==> config.mk <==
export PLATFORM = sky130hd
export DESIGN_NAME = fetch_unit
export DESIGN_NICKNAME = d
export VERILOG_FILES = /design/src/rtl/fetch_unit.sv
export SDC_FILE = /design/constraint.sdc
export NUM_CORES = 1
export LEC_CHECK = 0
export BUFFER_PORTS_ARGS = -buffer_cell sky130_fd_sc_hd__buf_2
export CAP_MARGIN = 20
export CORE_AREA = 4 4 129 131
export CTS_CLUSTER_SIZE = 10
export DETAILED_ROUTE_END_ITERATION = 10
export DIE_AREA = 0 0 133 135
export PLACE_DENSITY = 0.76
export RECOVER_POWER = 50
export SLEW_MARGIN = 20
export SYNTH_ARGS = -nofsm -noshare
export SYNTH_HDL_FRONTEND = slang
export SYNTH_SLANG_ARGS = --single-unit
==> constraint.sdc <==
create_clock -name clk -period 3.8 [get_ports clk]
set_input_delay 0.19 -clock clk [delete_from_list [all_inputs] [get_ports clk]]
set_output_delay 0.19 -clock clk [all_outputs]
set_load 0.02 [all_outputs]
==> src/rtl/fetch_unit.sv <==
// ---------------------------------------------------------------------------
// fetch_unit -- instruction fetch stage of the RV32 multicycle core.
//
// Holds the architectural PC, drives it straight onto the instruction memory
// address, and captures the combinational read data into the instruction
// register (IR). The IR and the PC it came from are offered to decode over a
// valid/ready handshake. Execute may redirect the PC at any time until a
// misaligned or out-of-range fetch is detected. From then on the unit stays
// in a terminal fault state until reset.
//
// Ports
//   clk             clock, all state changes on the rising edge
//   resetn          synchronous, active-low reset
//   imem_addr       byte address to instruction memory (always the PC register)
//   imem_rdata      instruction word read combinationally at imem_addr
//   ir_valid        ir / ir_pc hold an instruction for decode
//   ir_ready        decode accepts the instruction this cycle
//   ir              latched instruction
//   ir_pc           byte address the instruction was fetched from
//   redirect_valid  single-cycle request to load redirect_pc into the PC
//   redirect_pc     redirect target
//   fetch_fault     sticky fault flag
//   fault_pc        PC that caused the fault
//   fetch_count     number of accepted handshakes (wraps at 2^32)
// ---------------------------------------------------------------------------
module fetch_unit #(
  parameter logic [31:0] RESET_PC  = 32'h0000_0000,
  parameter int unsigned MEM_BYTES = 1024,
  parameter logic [31:0] NOP_INSTR = 32'h0000_0013
) (
  input  logic        clk,
  input  logic        resetn,
  output logic [31:0] imem_addr,
  input  logic [31:0] imem_rdata,
  output logic        ir_valid,
  input  logic        ir_ready,
  output logic [31:0] ir,
  output logic [31:0] ir_pc,
  input  logic        redirect_valid,
  input  logic [31:0] redirect_pc,
  output logic        fetch_fault,
  output logic [31:0] fault_pc,
  output logic [31:0] fetch_count
);

  typedef enum logic [1:0] {
    FETCH = 2'd0,
    VALID = 2'd1,
    FAULT = 2'd2
  } state_t;

  // The range check is done on 33 bits so a PC near 2^32 cannot wrap past the
  // limit and look legal.
  localparam logic [32:0] MEM_LIMIT = 33'(MEM_BYTES);

  state_t      state, state_nxt;
  logic [31:0] pc, pc_nxt;
  logic [31:0] ir_nxt, ir_pc_nxt;
  logic        fault_nxt;
  logic [31:0] fault_pc_nxt;
  logic [31:0] fetch_count_nxt;

  logic [32:0] pc_last_byte;
  logic        fetch_bad;

  assign pc_last_byte = {1'b0, pc} + 33'd3;
  assign fetch_bad    = (pc[1:0] != 2'b00) || (pc_last_byte >= MEM_LIMIT);

  // The memory address comes from the PC flop only; a redirect reaches the
  // memory one cycle later, never combinationally.
  assign imem_addr = pc;
  assign ir_valid  = (state == VALID);

  // Next-state and datapath decision. Priority: redirect, then fault check,
  // then the normal FETCH/VALID action. FAULT ignores everything but reset.
  always_comb begin
    // NOTE: every signal driven here gets a hold default first, so no path
    // through the case/if tree can leave one unassigned and infer a latch.
    state_nxt       = state;
    pc_nxt          = pc;
    ir_nxt          = ir;
    ir_pc_nxt       = ir_pc;
    fault_nxt       = fetch_fault;
    fault_pc_nxt    = fault_pc;
    fetch_count_nxt = fetch_count;

    unique case (state)
      FETCH: begin
        if (redirect_valid) begin
          // Redirect target is not checked here; it faults on the next FETCH.
          pc_nxt = redirect_pc;
        end else if (fetch_bad) begin
          state_nxt    = FAULT;
          fault_nxt    = 1'b1;
          fault_pc_nxt = pc;
        end else begin
          ir_nxt    = imem_rdata;
          ir_pc_nxt = pc;
          pc_nxt    = pc + 32'd4;
          state_nxt = VALID;
        end
      end

      VALID: begin
        // A handshake coinciding with a redirect still counts: decode keeps
        // that instruction, only the refetch target changes.
        if (ir_ready) begin
          fetch_count_nxt = fetch_count + 32'd1;
        end
        if (redirect_valid) begin
          pc_nxt    = redirect_pc;
          state_nxt = FETCH;
        end else if (ir_ready) begin
          state_nxt = FETCH;
        end
      end

      FAULT: begin
        // Terminal: PC frozen so imem_addr keeps showing the faulting address.
      end

      default: begin
        state_nxt = FETCH;
      end
    endcase
  end

  // State register and datapath registers. Reset is synchronous and wins
  // over every other event in the same cycle.
  always_ff @(posedge clk) begin
    if (!resetn) begin
      state       <= FETCH;
      pc          <= RESET_PC;
      ir          <= NOP_INSTR;
      ir_pc       <= 32'd0;
      fetch_fault <= 1'b0;
      fault_pc    <= 32'd0;
      fetch_count <= 32'd0;
    end else begin
      // NOTE: non-blocking assignments so every register samples the values
      // computed from the pre-edge state, independent of statement order.
      state       <= state_nxt;
      pc          <= pc_nxt;
      ir          <= ir_nxt;
      ir_pc       <= ir_pc_nxt;
      fetch_fault <= fault_nxt;
      fault_pc    <= fault_pc_nxt;
      fetch_count <= fetch_count_nxt;
    end
  end

endmodule

After elaboration in Yosys (flattened, before gate mapping)
Index checks and enable logic that the tools add are counted.
Word-level totals
  flip-flop bits (word level): 163
  input port bits: 68
Operators by class
  add/subtract/negate cells: 3
  magnitude comparators: 1
  mux-type cells: 9
  reduce and logical (&&, ||, !) cells: 9
  eq/ne operators: 6
  bitwise gates (word level): 3
Operators by type and width (count)
  32-bit 2-to-1 mux: 3
  32-bit case mux with 2 select lines: 1
  32-bit by 2-bit adder with 33-bit output (second input constant): 1
  33-bit by 11-bit greater-or-equal comparator with 1-bit output (second input constant): 1
  32-bit by 1-bit adder with 32-bit output (second input constant): 1
  32-bit by 3-bit adder with 32-bit output (second input constant): 1
  3-bit AND reduction: 4
  2-bit 2-to-1 mux: 4
  2-bit case mux with 3 select lines: 1
  2-bit nonzero test: 2
  3-bit by 1-bit inequality test with 1-bit output (second input constant): 1
  3-bit inequality test (second input constant): 1
  1-bit NOT: 3
  2-bit by 1-bit equality test with 1-bit output (second input constant): 1
  2-bit equality test (second input constant): 1
  2-bit logical NOT: 1
  2-bit by 1-bit inequality test with 1-bit output (second input constant): 1
  2-bit inequality test (second input constant): 1
  2-bit AND reduction: 1
  1-bit logical OR: 1

Depth between registers and ports, before layout
Gate-level depths: netlist of run 1.
  depth after elaboration: 6
  gate-level depth with buffers: 12
  mapped depth without buffers: 9

Worst setup path before layout of run 1
OpenSTA, ideal clock, no wires.
  path kind: register to register
  start: register pc[2] (netlist: imem_addr[2])
  end: register ir_pc[12]
  slack: 0.028 ns
  path buffers: 3
  stages on the path, launching flop included: 12
  arrival: 3.657 ns
  data required time: 3.684 ns
  clock period less this slack: 3.772 ns
  path through: dfxtp_1 -> ha_1 -> nand3_1 -> or4_1 -> buf_2 -> or4_1 -> xnor2_1 -> o31a_2 -> or4b_1 -> buf_4 -> buf_6 -> and3_1
Between the ends
  cells in the longest elaborated chain, start to end: 5
Ends and longest elaborated chain
  start, declared: RTL line 57  | logic [31:0] pc, pc_nxt;
  start signal, assigned: RTL line 143  | pc <= pc_nxt;
  32-bit by 2-bit adder with 33-bit output: RTL line 66  | assign pc_last_byte = {1'b0, pc} + 33'd3;
  33-bit by 11-bit greater-or-equal comparator with 1-bit output: RTL line 67  | assign fetch_bad = (pc[1:0] != 2'b00) || (pc_last_byte >= MEM_LIMIT);
  1-bit logical OR: RTL line 67
  1-bit NOT (no source line)
  3-bit AND reduction (no source line)
  end signal, assigned: RTL line 145  | ir_pc <= ir_pc_nxt;
  end, declared: RTL line 38  | output logic [31:0] ir_pc,
Every way passes these cells.
A chain may end at the register's enable or synchronous reset.

Final worst setup path of run 1
  start: register pc[2] (netlist: imem_addr[2])
  end: register ir_pc[13]
Same word-level chain as after synthesis.

==> impl_metrics.tcl, run 1 <==
set metrics [dict create \
    drv_slew 0 \
    met3_usage_pct 7.79 \
    met2_usage_pct 36.4 \
    ant_nets 0 \
    cp_num_buf_inv 1 \
    seq_area_frac_synth_pct 46.3 \
    ys_types 59 \
    finalWirelength_um 20200 \
    cts_setup_buffers 0 \
    cts-root-buf "clkbuf_16" \
    worstPathMaxFanout 65 \
    setup_viol 0 \
    tightest_slew_ns 0.767 \
    clock_path_buffers 2 \
    grt_util_met1_pct 27.0 \
    h-tree-depth 4 \
    antenna_found_initial 5 \
    die_y_um 135 \
    first_global_vias 6552 \
    grt_pass1_wl_um 32600 \
    die_area_um2 18000 \
    endpoint_kind "flip-flop" \
    synth_top_area_share_pct 46.3 \
    synth_edf_count 0 \
    hold_class "in2reg" \
    fin_crit_sh_pct 97.3 \
    slew_headroom_pct 48.9 \
    power.leakage_nw 3.87 \
    multi_input_area_um2 3490 \
    dpl.hpwl_um 14000 \
    ys.flop_type "dfxtp_1" \
    start_util_pct 45.2 \
    cp_top_family "simple AND/OR/NAND/NOR gates" \
    synth.net_count 862 \
    clkSlewWorstSetupHoldPaths_ns 0.06 \
    grt_remaining_overflow 0 \
    p_per_area_nw_per_um2 462 \
    drive_above_1_share_pct 14.2 \
    fillCellCount 1455 \
    critical_path_class "reg2reg" \
    ys_seq_elements 163 \
    min_period_ns 3.70 \
    synth.largest_area_cell "dfxtp_1" \
    io_buffers 229 \
    area_growth_pct 30.7 \
    yosys_warnings 0 \
    avgViaCountPerCell 5.28 \
    drcViolationCount 0 \
    numCtsBuffers 17 \
    synthArstFlopShare_pct 0 \
    netlist_area_um2 7040 \
    firstDrtPassIters 7 \
    gp_congestion 0.866 \
    finalClockSkew_ns 0.00982 \
    whs_ns 0.0132 \
    drtIter0Drc 399 \
    dpl-instance-area_um2 8530 \
    grt_usage_pct 22.2 \
    cp_common_cell "or4_1" \
    dieWidth_um 133 \
    cpPeakStageDelay_ns 0.75 \
    ir_worst_vdd_mv 0.290 \
    fmax_mhz 270 \
    max-cap-violations 0 \
    yosys-top-cells-area "dfxtp_1, nand3_1, nand2_1, mux2i_1, and3_1" \
    outcome "finished clean" \
    fin_area_um2 9200 \
    rows 46 \
    tns_ns 0 \
    ioPinCount 230 \
    hold_viol_final 0 \
    core_area_um2 15600 \
    clock-sinks 163 \
    synthTopCellsByCount "dfxtp_1, nand2_1, nand3_1" \
    path_cells "ha_2 > nand3_1 > or4_1 > or4_1 > xnor2_1 > o31a_2 > or4b_2 > buf_12 > and3_1" \
    cp.required_ns 4.11 \
    busiest_layer "met2" \
    netlist_instances 792 \
    layout.nets 1114 \
    crit_arrival_ns 4.00 \
    final_util_pct 59.0 \
    avgRoutedWirePerCell_um 15.8 \
    cp-start-kind "flip-flop" \
    clock_latency_ns 0.41 \
    rsz0062_at_grt "false" \
    avgSynthCellArea_um2 8.89 \
    grt_max_degree 122 \
    regArea_um2 3260 \
    cts_tree "yes" \
    power_mw 4.25 \
    synth_most_common_cell "dfxtp_1" \
    dr_total_vias 6733 \
    cp_slowest_cell "or4b_2" \
]
[power by group]
group | switching, mW | internal [mW] | leakage (nW)
clock | 0.693 | 1.06 | 0.284
combinational | 0.410 | 0.253 | 2.27
sequential | 0.0599 | 1.78 | 1.32
[cells by family after synthesis]
group                    count (synthesis)  synth area share, %
AO/OA/AOI/OAI                           91                 10.2
XOR/XNOR                                31                 3.86
adder cells (fa/ha/maj)                  2                0.355
buffers and inverters                   68                 4.33
flip-flops                             163                 46.3
multiplexers                            35                 4.97
AND/OR/NAND/NOR                        402                 29.9
[sequential cells by signal, summed over array words and instances, names as in the netlist]
name,cells
fault_pc,32
fetch_count,32
imem_addr,32
ir,32
ir_pc,32
state,2
fetch_fault,1
[path summary, 6_finish.rpt]
path                                startpoint         to  slack [ns]  cells past startpoint
worst max-delay path              imem_addr[2]  ir_pc[13]        0.10                      9
worst min-delay path            imem_rdata[21]     ir[21]        0.01                      3
worst min register to register           ir[6]      ir[6]        0.45                      2
worst max register to register    imem_addr[2]  ir_pc[13]        0.10                      9
[per-stage QoR]
step | worst slack, ns | instances
5_1_grt | 0.00280 | 1276
3_3_place_gp | 0.198 | 1215
2_1_floorplan | 0.0278 | 792
6_report | 0.102 | 1276
4_1_cts | 0.0741 | 1273
3_5_place_dp | 0.109 | 1215
[per-layer routing]
layer / wire [um] / part of all wire [%] / up-vias
li1: - / - / 3300
met1: 8560 / 42 / 3101
met2: 9410 / 47 / 287
met3: 1700 / 8.4 / 41
met4: 466 / 2.3 / 4
met5: 21 / 0.10 / -
[timing repair]
action                                  4_1_cts  5_1_grt
gates resized for setup                       0        1
endpoints found under the setup margin        0       64
hold buffers                                 26        0
hold endpoints to repair                     26        0
[placed cells by master (no fill, tap or decap), types with 17 or more instances in the layout]
master	count
buf_4	33
nor2_1	21
nor2b_1	35
clkbuf_1	162
buf_2	70
and3_1	37
mux2i_1	35
dlygate4sd3_1	26
clkbuf_16	17
o21ai_0	17
dfxtp_1	163
xnor2_1	26
nand2_1	107
and2_1	29
nand3_1	103
a22o_1	22
[tightest hold or removal path, delay by kind of cell]
family,cells,cell delay (ns)
AND/OR/NAND/NOR,2,0.12
buffers and inverters,1,0.09
[final cells by class]
type | count | area share [%]
Multi-Input combinational cell | 561 | 37.9
Timing Repair Buffer | 292 | 16.7
Inverter | 9 | 0.367
Clock buffer | 21 | 4.89
Tap cell | 216 | 2.94
Clock inverter | 11 | 1.66
Antenna cell | 3 | 0.0816
Sequential cell | 163 | 35.5
Note: power is estimated with default switching activity, not from simulation.
==> run 2, diff against run 1 <==
Settings changed: BUFFER_PORTS_ARGS -buffer_cell sky130_fd_sc_hd__buf_2 to not set, CAP_MARGIN 20 to 0, CORE_AREA 4 4 129 131 to 2 2 115 117, DIE_AREA 0 0 133 135 to 0 0 117 119, DONT_BUFFER_PORTS set to 1, PLACE_DENSITY 0.76 to 0.74.
==> run 2 against run 1 <==
Routed wire length is 6.0% lower. Critical endpoint is now ir[4]. Largest cell class unchanged. Flip-flop and latch count unchanged. Highest routed layer is now met4. Global-route usage up 4.8 points.
==> impl_metrics.tcl, run 2 (synthesis gave the netlist of run 1 again) <==
set metrics [dict create \
    power.leakage_nw 3.49 \
    numCtsBuffers 17 \
    setup_viol 0 \
    drv_slew 0 \
    hold_class "in2reg" \
    area_growth_pct 19.5 \
    cts-root-buf "clkbuf_16" \
    core_area_um2 12900 \
    cp.required_ns 4.08 \
    layout_commonest_cell "dfxtp_1" \
    finalClockSkew_ns 0.00732 \
    fin_crit_sh_pct 96.1 \
    clock_latency_ns 0.42 \
    grt_remaining_overflow 0 \
    regArea_um2 3260 \
    tns_ns 0 \
    clkSlewWorstSetupHoldPaths_ns 0.07 \
    antenna_cells 0 \
    critical_path_class "reg2reg" \
    holdPathStages 2 \
    clock_path_buffers 2 \
    multi_input_area_um2 3490 \
    p_per_area_nw_per_um2 495 \
    ant_nets 0 \
    avgRoutedWirePerCell_um 18.3 \
    ir_worst_vdd_mv 0.359 \
    dpl.hpwl_um 12500 \
    drtIter0Drc 479 \
    finalWirelength_um 19000 \
    tightest_slew_ns 0.893 \
    grt_max_degree 179 \
    first_global_vias 5901 \
    outcome "finished clean" \
    ioPinCount 230 \
    antenna_found_initial 0 \
    gp_congestion 0.889 \
    p_int_mw 2.95 \
    start_util_pct 54.7 \
    rsz0062_at_grt "false" \
    dr_total_vias 6089 \
    instances_no_fill 1035 \
    grt_pass1_wl_um 29800 \
    dp_slack_ns 0.0989 \
    dp.cells 949 \
    postLayoutSetupSlackWorst_ns 0.149 \
    die_area_um2 13900 \
    pwr-share-comb_pct 13.1 \
    pwr-share-seq_pct 45.5 \
    fillCellCount 1062 \
    min_period_ns 3.65 \
    switching_share_pct 29.2 \
    clock-sinks 163 \
    die_y_um 119 \
    h-tree-depth 4 \
    p_switching_mw 1.21 \
    endpoint_kind "flip-flop" \
    worstPathMaxFanout 65 \
    max-cap-violations 0 \
    rows 42 \
    firstDrtPassIters 6 \
    slew_headroom_pct 40.0 \
    mostFrequentLayoutCells "dfxtp_1, nand2_1, nand3_1" \
    drive_above_1_share_pct 8.61 \
    avgViaCountPerCell 5.88 \
    hold_viol_final 0 \
    rr_worst_depth 10 \
    fmax_mhz 274 \
    ctsResizeCount 0 \
    clockPowerShare_pct 41.4 \
    drcViolationCount 0 \
    cts_tree "yes" \
    crit_arrival_ns 3.93 \
    cp-start-kind "flip-flop" \
    dpl-instance-area_um2 7320 \
    grt_usage_pct 27.0 \
    layout.nets 916 \
    dieWidth_um 117 \
    io_buffers 0 \
    fin_area_um2 8420 \
    power_mw 4.16 \
]
## run 2: cell types whose count changed in the layout (fill, tap and decap cells not counted), moves of 4 or more
cell           delta
dlygate4sd3_1    +25
inv_8             +4
inv_6             +5
buf_4             -6
clkbuf_1        -148
buf_2            -70
## run 2: worst paths after layout
kind | from | to | slack, ns
worst max register to register | imem_addr[2] | ir[4] | 0.15
worst min register to register | ir[18] | ir[18] | 0.55
worst max-delay path | imem_addr[2] | ir[4] | 0.15
worst min-delay path | redirect_pc[7] | imem_addr[7] | 0.02
## run 2: timing repair
action | CTS | global route
setup buffers | 0 | 2
hold endpoints to repair | 152 | 0
hold buffers | 52 | 0
setup endpoints to repair | 0 | 61
## run 2: power by group through the flow
stage                     registers [mW]  logic (mW)  clock network (mW)
final                               1.89       0.546                1.72
after CTS                           1.89       0.544                1.75
after global routing                1.90       0.590                1.84
after detailed placement            1.93       0.475                   0
after floorplan                     1.95       0.342                   0
after global placement              1.93       0.461                   0
## run 2: area by class of cell
cell class	instances	share of cell area [%]
multi-input combinational	561	41.4
sequential	163	38.8
timing repair buffer	94	9.66
clock buffer	18	5.22
tap	176	2.62
clock inverter	14	1.90
inverter	9	0.401
## run 2: per-layer routing
layer | share of wire [%] | global-route usage [%] | up-vias
met2 | 49 | 45.3 | 280
met5 | 0 | 0 | -
li1 | - | - | 2903
met3 | 9.5 | 9.47 | 36
met4 | 2.2 | 9.71 | 0
met1 | 40 | 31.7 | 2870
## run 2: worst max-delay path: stages (launching register included)
cell and delay (ns):
dfxtp_1 0.34, ha_1 0.22, nand3_1 0.12, or4_1 0.58, or4_1 0.59, xnor2_1 0.15
o31a_2 0.34, or4b_2 0.73, buf_12 0.22, nand2_1 0.11, nand3_1 0.07
## run 2: stage by stage
step	hold WS (ns)	util (%)
final	0.0170	65.4
after global placement	0.275	56.8
after CTS	0.000430	65.7
after floorplan	0.314	-
after global routing	0.0104	65.4
after detailed placement	0.283	56.8
==> run 3, diff against run 2 <==
Settings changed: ABC_AREA set to 1, CORE_AREA 2 2 115 117 to 2 2 121 123, DIE_AREA 0 0 117 119 to 0 0 123 125.
==> run 3 against run 2 <==
Flip-flop and latch count did not move. Power increased by 2.3%. Clock power is 7% higher. Synthesized cell count grew 47%. Non-clock buffer count down 38. Routed wire length increased by 21%.
==> impl_metrics.tcl, run 3 <==
set metrics [dict create \
    netlist_area_um2 7840 \
    area_growth_pct 14.2 \
    drive_above_1_share_pct 6.73 \
    antenna_found_initial 0 \
    mostFrequentLayoutCells "nand2_1, nor2_1, dfxtp_1" \
    path_cells "nand2_1 > nor2_2 > nand2_1 > nor2_1 > nand2_1 > nand2_1 > nand2_1 > nor2_1 > nand3_1 > nor2_1 > nand3_2 > inv_2 > nand2_1 > nand3_1 > dlygate4sd3_1" \
    final_util_pct 63.0 \
    min_period_ns 3.48 \
    cpPeakStageDelay_ns 0.62 \
    fmax_mhz 287 \
    clock_latency_ns 0.43 \
    busiest_layer "met2" \
    cp_num_buf_inv 2 \
    grt_util_met1_pct 37.9 \
    io_buffers 0 \
    h-tree-depth 4 \
    dieWidth_um 123 \
    cp-start-kind "flip-flop" \
    first_global_vias 7186 \
    fin_area_um2 8950 \
    finalClockSkew_ns 0.0113 \
    netlist_instances 1167 \
    layout_commonest_cell "nand2_1" \
    grt_max_degree 84 \
    power.leakage_nw 3.39 \
    cp_top_family "simple AND/OR/NAND/NOR gates" \
    dr_total_vias 7600 \
    power_mw 4.26 \
    avgRoutedWirePerCell_um 16.6 \
    numCtsBuffers 17 \
    antenna_cells 0 \
    met3_usage_pct 8.35 \
    ir_worst_vdd_mv 0.288 \
    ys.flop_type "dfxtp_1" \
    synth.net_count 1237 \
    cp_common_cell "nand2_1" \
    avgViaCountPerCell 5.48 \
    hold_viol_final 0 \
    cp.required_ns 4.18 \
    ant_nets 0 \
    setup_viol 0 \
    yosys-top-cells-area "dfxtp_1, nand2_1, nor2_1, a21oi_1, o21ai_0" \
    clkSlewWorstSetupHoldPaths_ns 0.07 \
    tns_ns 0 \
    firstDrtPassIters 5 \
    die_y_um 125 \
    dpl.hpwl_um 15500 \
    rsz0062_at_grt "false" \
    dpl-instance-area_um2 7970 \
    die_area_um2 15400 \
    hold_class "in2reg" \
    synthTopCellsByCount "nand2_1, nor2_1, dfxtp_1" \
    synth.largest_area_cell "dfxtp_1" \
    core_area_um2 14200 \
    cts_setup_buffers 0 \
    synth_edf_count 0 \
    crit_arrival_ns 3.86 \
    rows 44 \
    outcome "finished clean" \
    drv_slew 0 \
    layout.nets 1260 \
    worstPathMaxFanout 40 \
    critical_path_class "reg2reg" \
    dp_slack_ns 0.689 \
    cts-root-buf "clkbuf_16" \
    grt_pass1_wl_um 36400 \
    synth_most_common_cell "nand2_1" \
    gp_congestion 0.972 \
    postLayoutSetupSlackWorst_ns 0.317 \
    slew_headroom_pct 43.0 \
    p_per_area_nw_per_um2 476 \
    clock-sinks 163 \
    synth_top_area_share_pct 41.6 \
    yosys_warnings 0 \
    ctsResizeCount 0 \
    cp_slowest_cell "dfxtp_1" \
    cts_tree "yes" \
    ys_seq_elements 163 \
    grt_remaining_overflow 0 \
    avgSynthCellArea_um2 6.72 \
    drtIter0Drc 589 \
    met2_usage_pct 48.5 \
    start_util_pct 55.2 \
    grt_usage_pct 29.8 \
    ioPinCount 230 \
    drcViolationCount 0 \
    seq_area_frac_synth_pct 41.6 \
    synthArstFlopShare_pct 0 \
    endpoint_kind "flip-flop" \
    finalWirelength_um 23000 \
    ys_types 32 \
    tightest_slew_ns 0.854 \
    max-cap-violations 0 \
    fin_crit_sh_pct 91.7 \
    clock_path_buffers 2 \
]
[run 3: cell types whose count changed after synthesis, moves of 29 or more]
| cell | before | now |
|---|---|---|
| a21oi_1 | 1 | 86 |
| and2_1 | 29 | 0 |
| and3_1 | 37 | 1 |
| inv_1 | 9 | 60 |
| nand2_1 | 107 | 327 |
| nand3_1 | 103 | 47 |
| nor2_1 | 21 | 228 |
| nor2b_1 | 35 | 0 |
| o21ai_0 | 17 | 50 |
[run 3: logic make-up after synthesis]
logic type                 share of synthesized area [%]
adders and majority gates                          0.319
DFF                                                 41.6
muxes                                              0.894
and+or+nand+nor                                     36.4
xor gates and xnor gates                            4.02
AOI/OAI and AO/OA                                   10.1
buffers and inverters                               6.59
[run 3: worst paths after layout]
kind / endpoint / start / slack (ns) / cells after the start
min: imem_addr[3] / redirect_pc[3] / 0.02 / 4
max reg2reg: ir[0] / imem_addr[17] / 0.32 / 15
min reg2reg: ir_pc[13] / ir_pc[13] / 0.55 / 2
max: ir[0] / imem_addr[17] / 0.32 / 15
[run 3: where the power goes]
group          internal, mW  switching, mW
clock                  1.06          0.780
combinational         0.174          0.292
sequential             1.78          0.175
[run 3: what timing repair did]
| action | 4_1_cts | 5_1_grt |
|---|---|---|
| hold buffers | 36 | 0 |
| endpoints found under the setup margin | 0 | 0 |
| endpoints found under the hold margin | 113 | 0 |
[run 3: through the flow]
stage | instances | hold WS (ns)
after floorplan | 1167 | 0.303
after global placement | 1319 | 0.302
after detailed placement | 1319 | 0.301
after CTS | 1387 | 0.00613
after global routing | 1387 | 0.0368
final | 1387 | 0.0196
[run 3: final cells by class]
class	count	area (um2)
inverter	66	248
tap	184	230
multi-input combinational	886	4070
clock inverter	14	195
sequential	163	3260
fill	1335	5260
clock buffer	18	429
timing repair buffer	56	509
[run 3: worst reg2reg max path, cell delays in order (launching register included)]
cell and delay, ns:
dfxtp_1 0.62, nand2_1 0.17, nor2_2 0.26, nand2_1 0.11
nor2_1 0.30, nand2_1 0.09, nand2_1 0.07, nand2_1 0.07
nor2_1 0.11, nand3_1 0.09, nor2_1 0.15, nand3_2 0.12
inv_2 0.52, nand2_1 0.13, nand3_1 0.09, dlygate4sd3_1 0.55
[run 3: routing by layer]
metal | up-vias | routed length, um
met3 | 38 | 2410
li1 | 3759 | -
met2 | 341 | 10700
met4 | 0 | 444
met5 | - | 0
met1 | 3462 | 9420
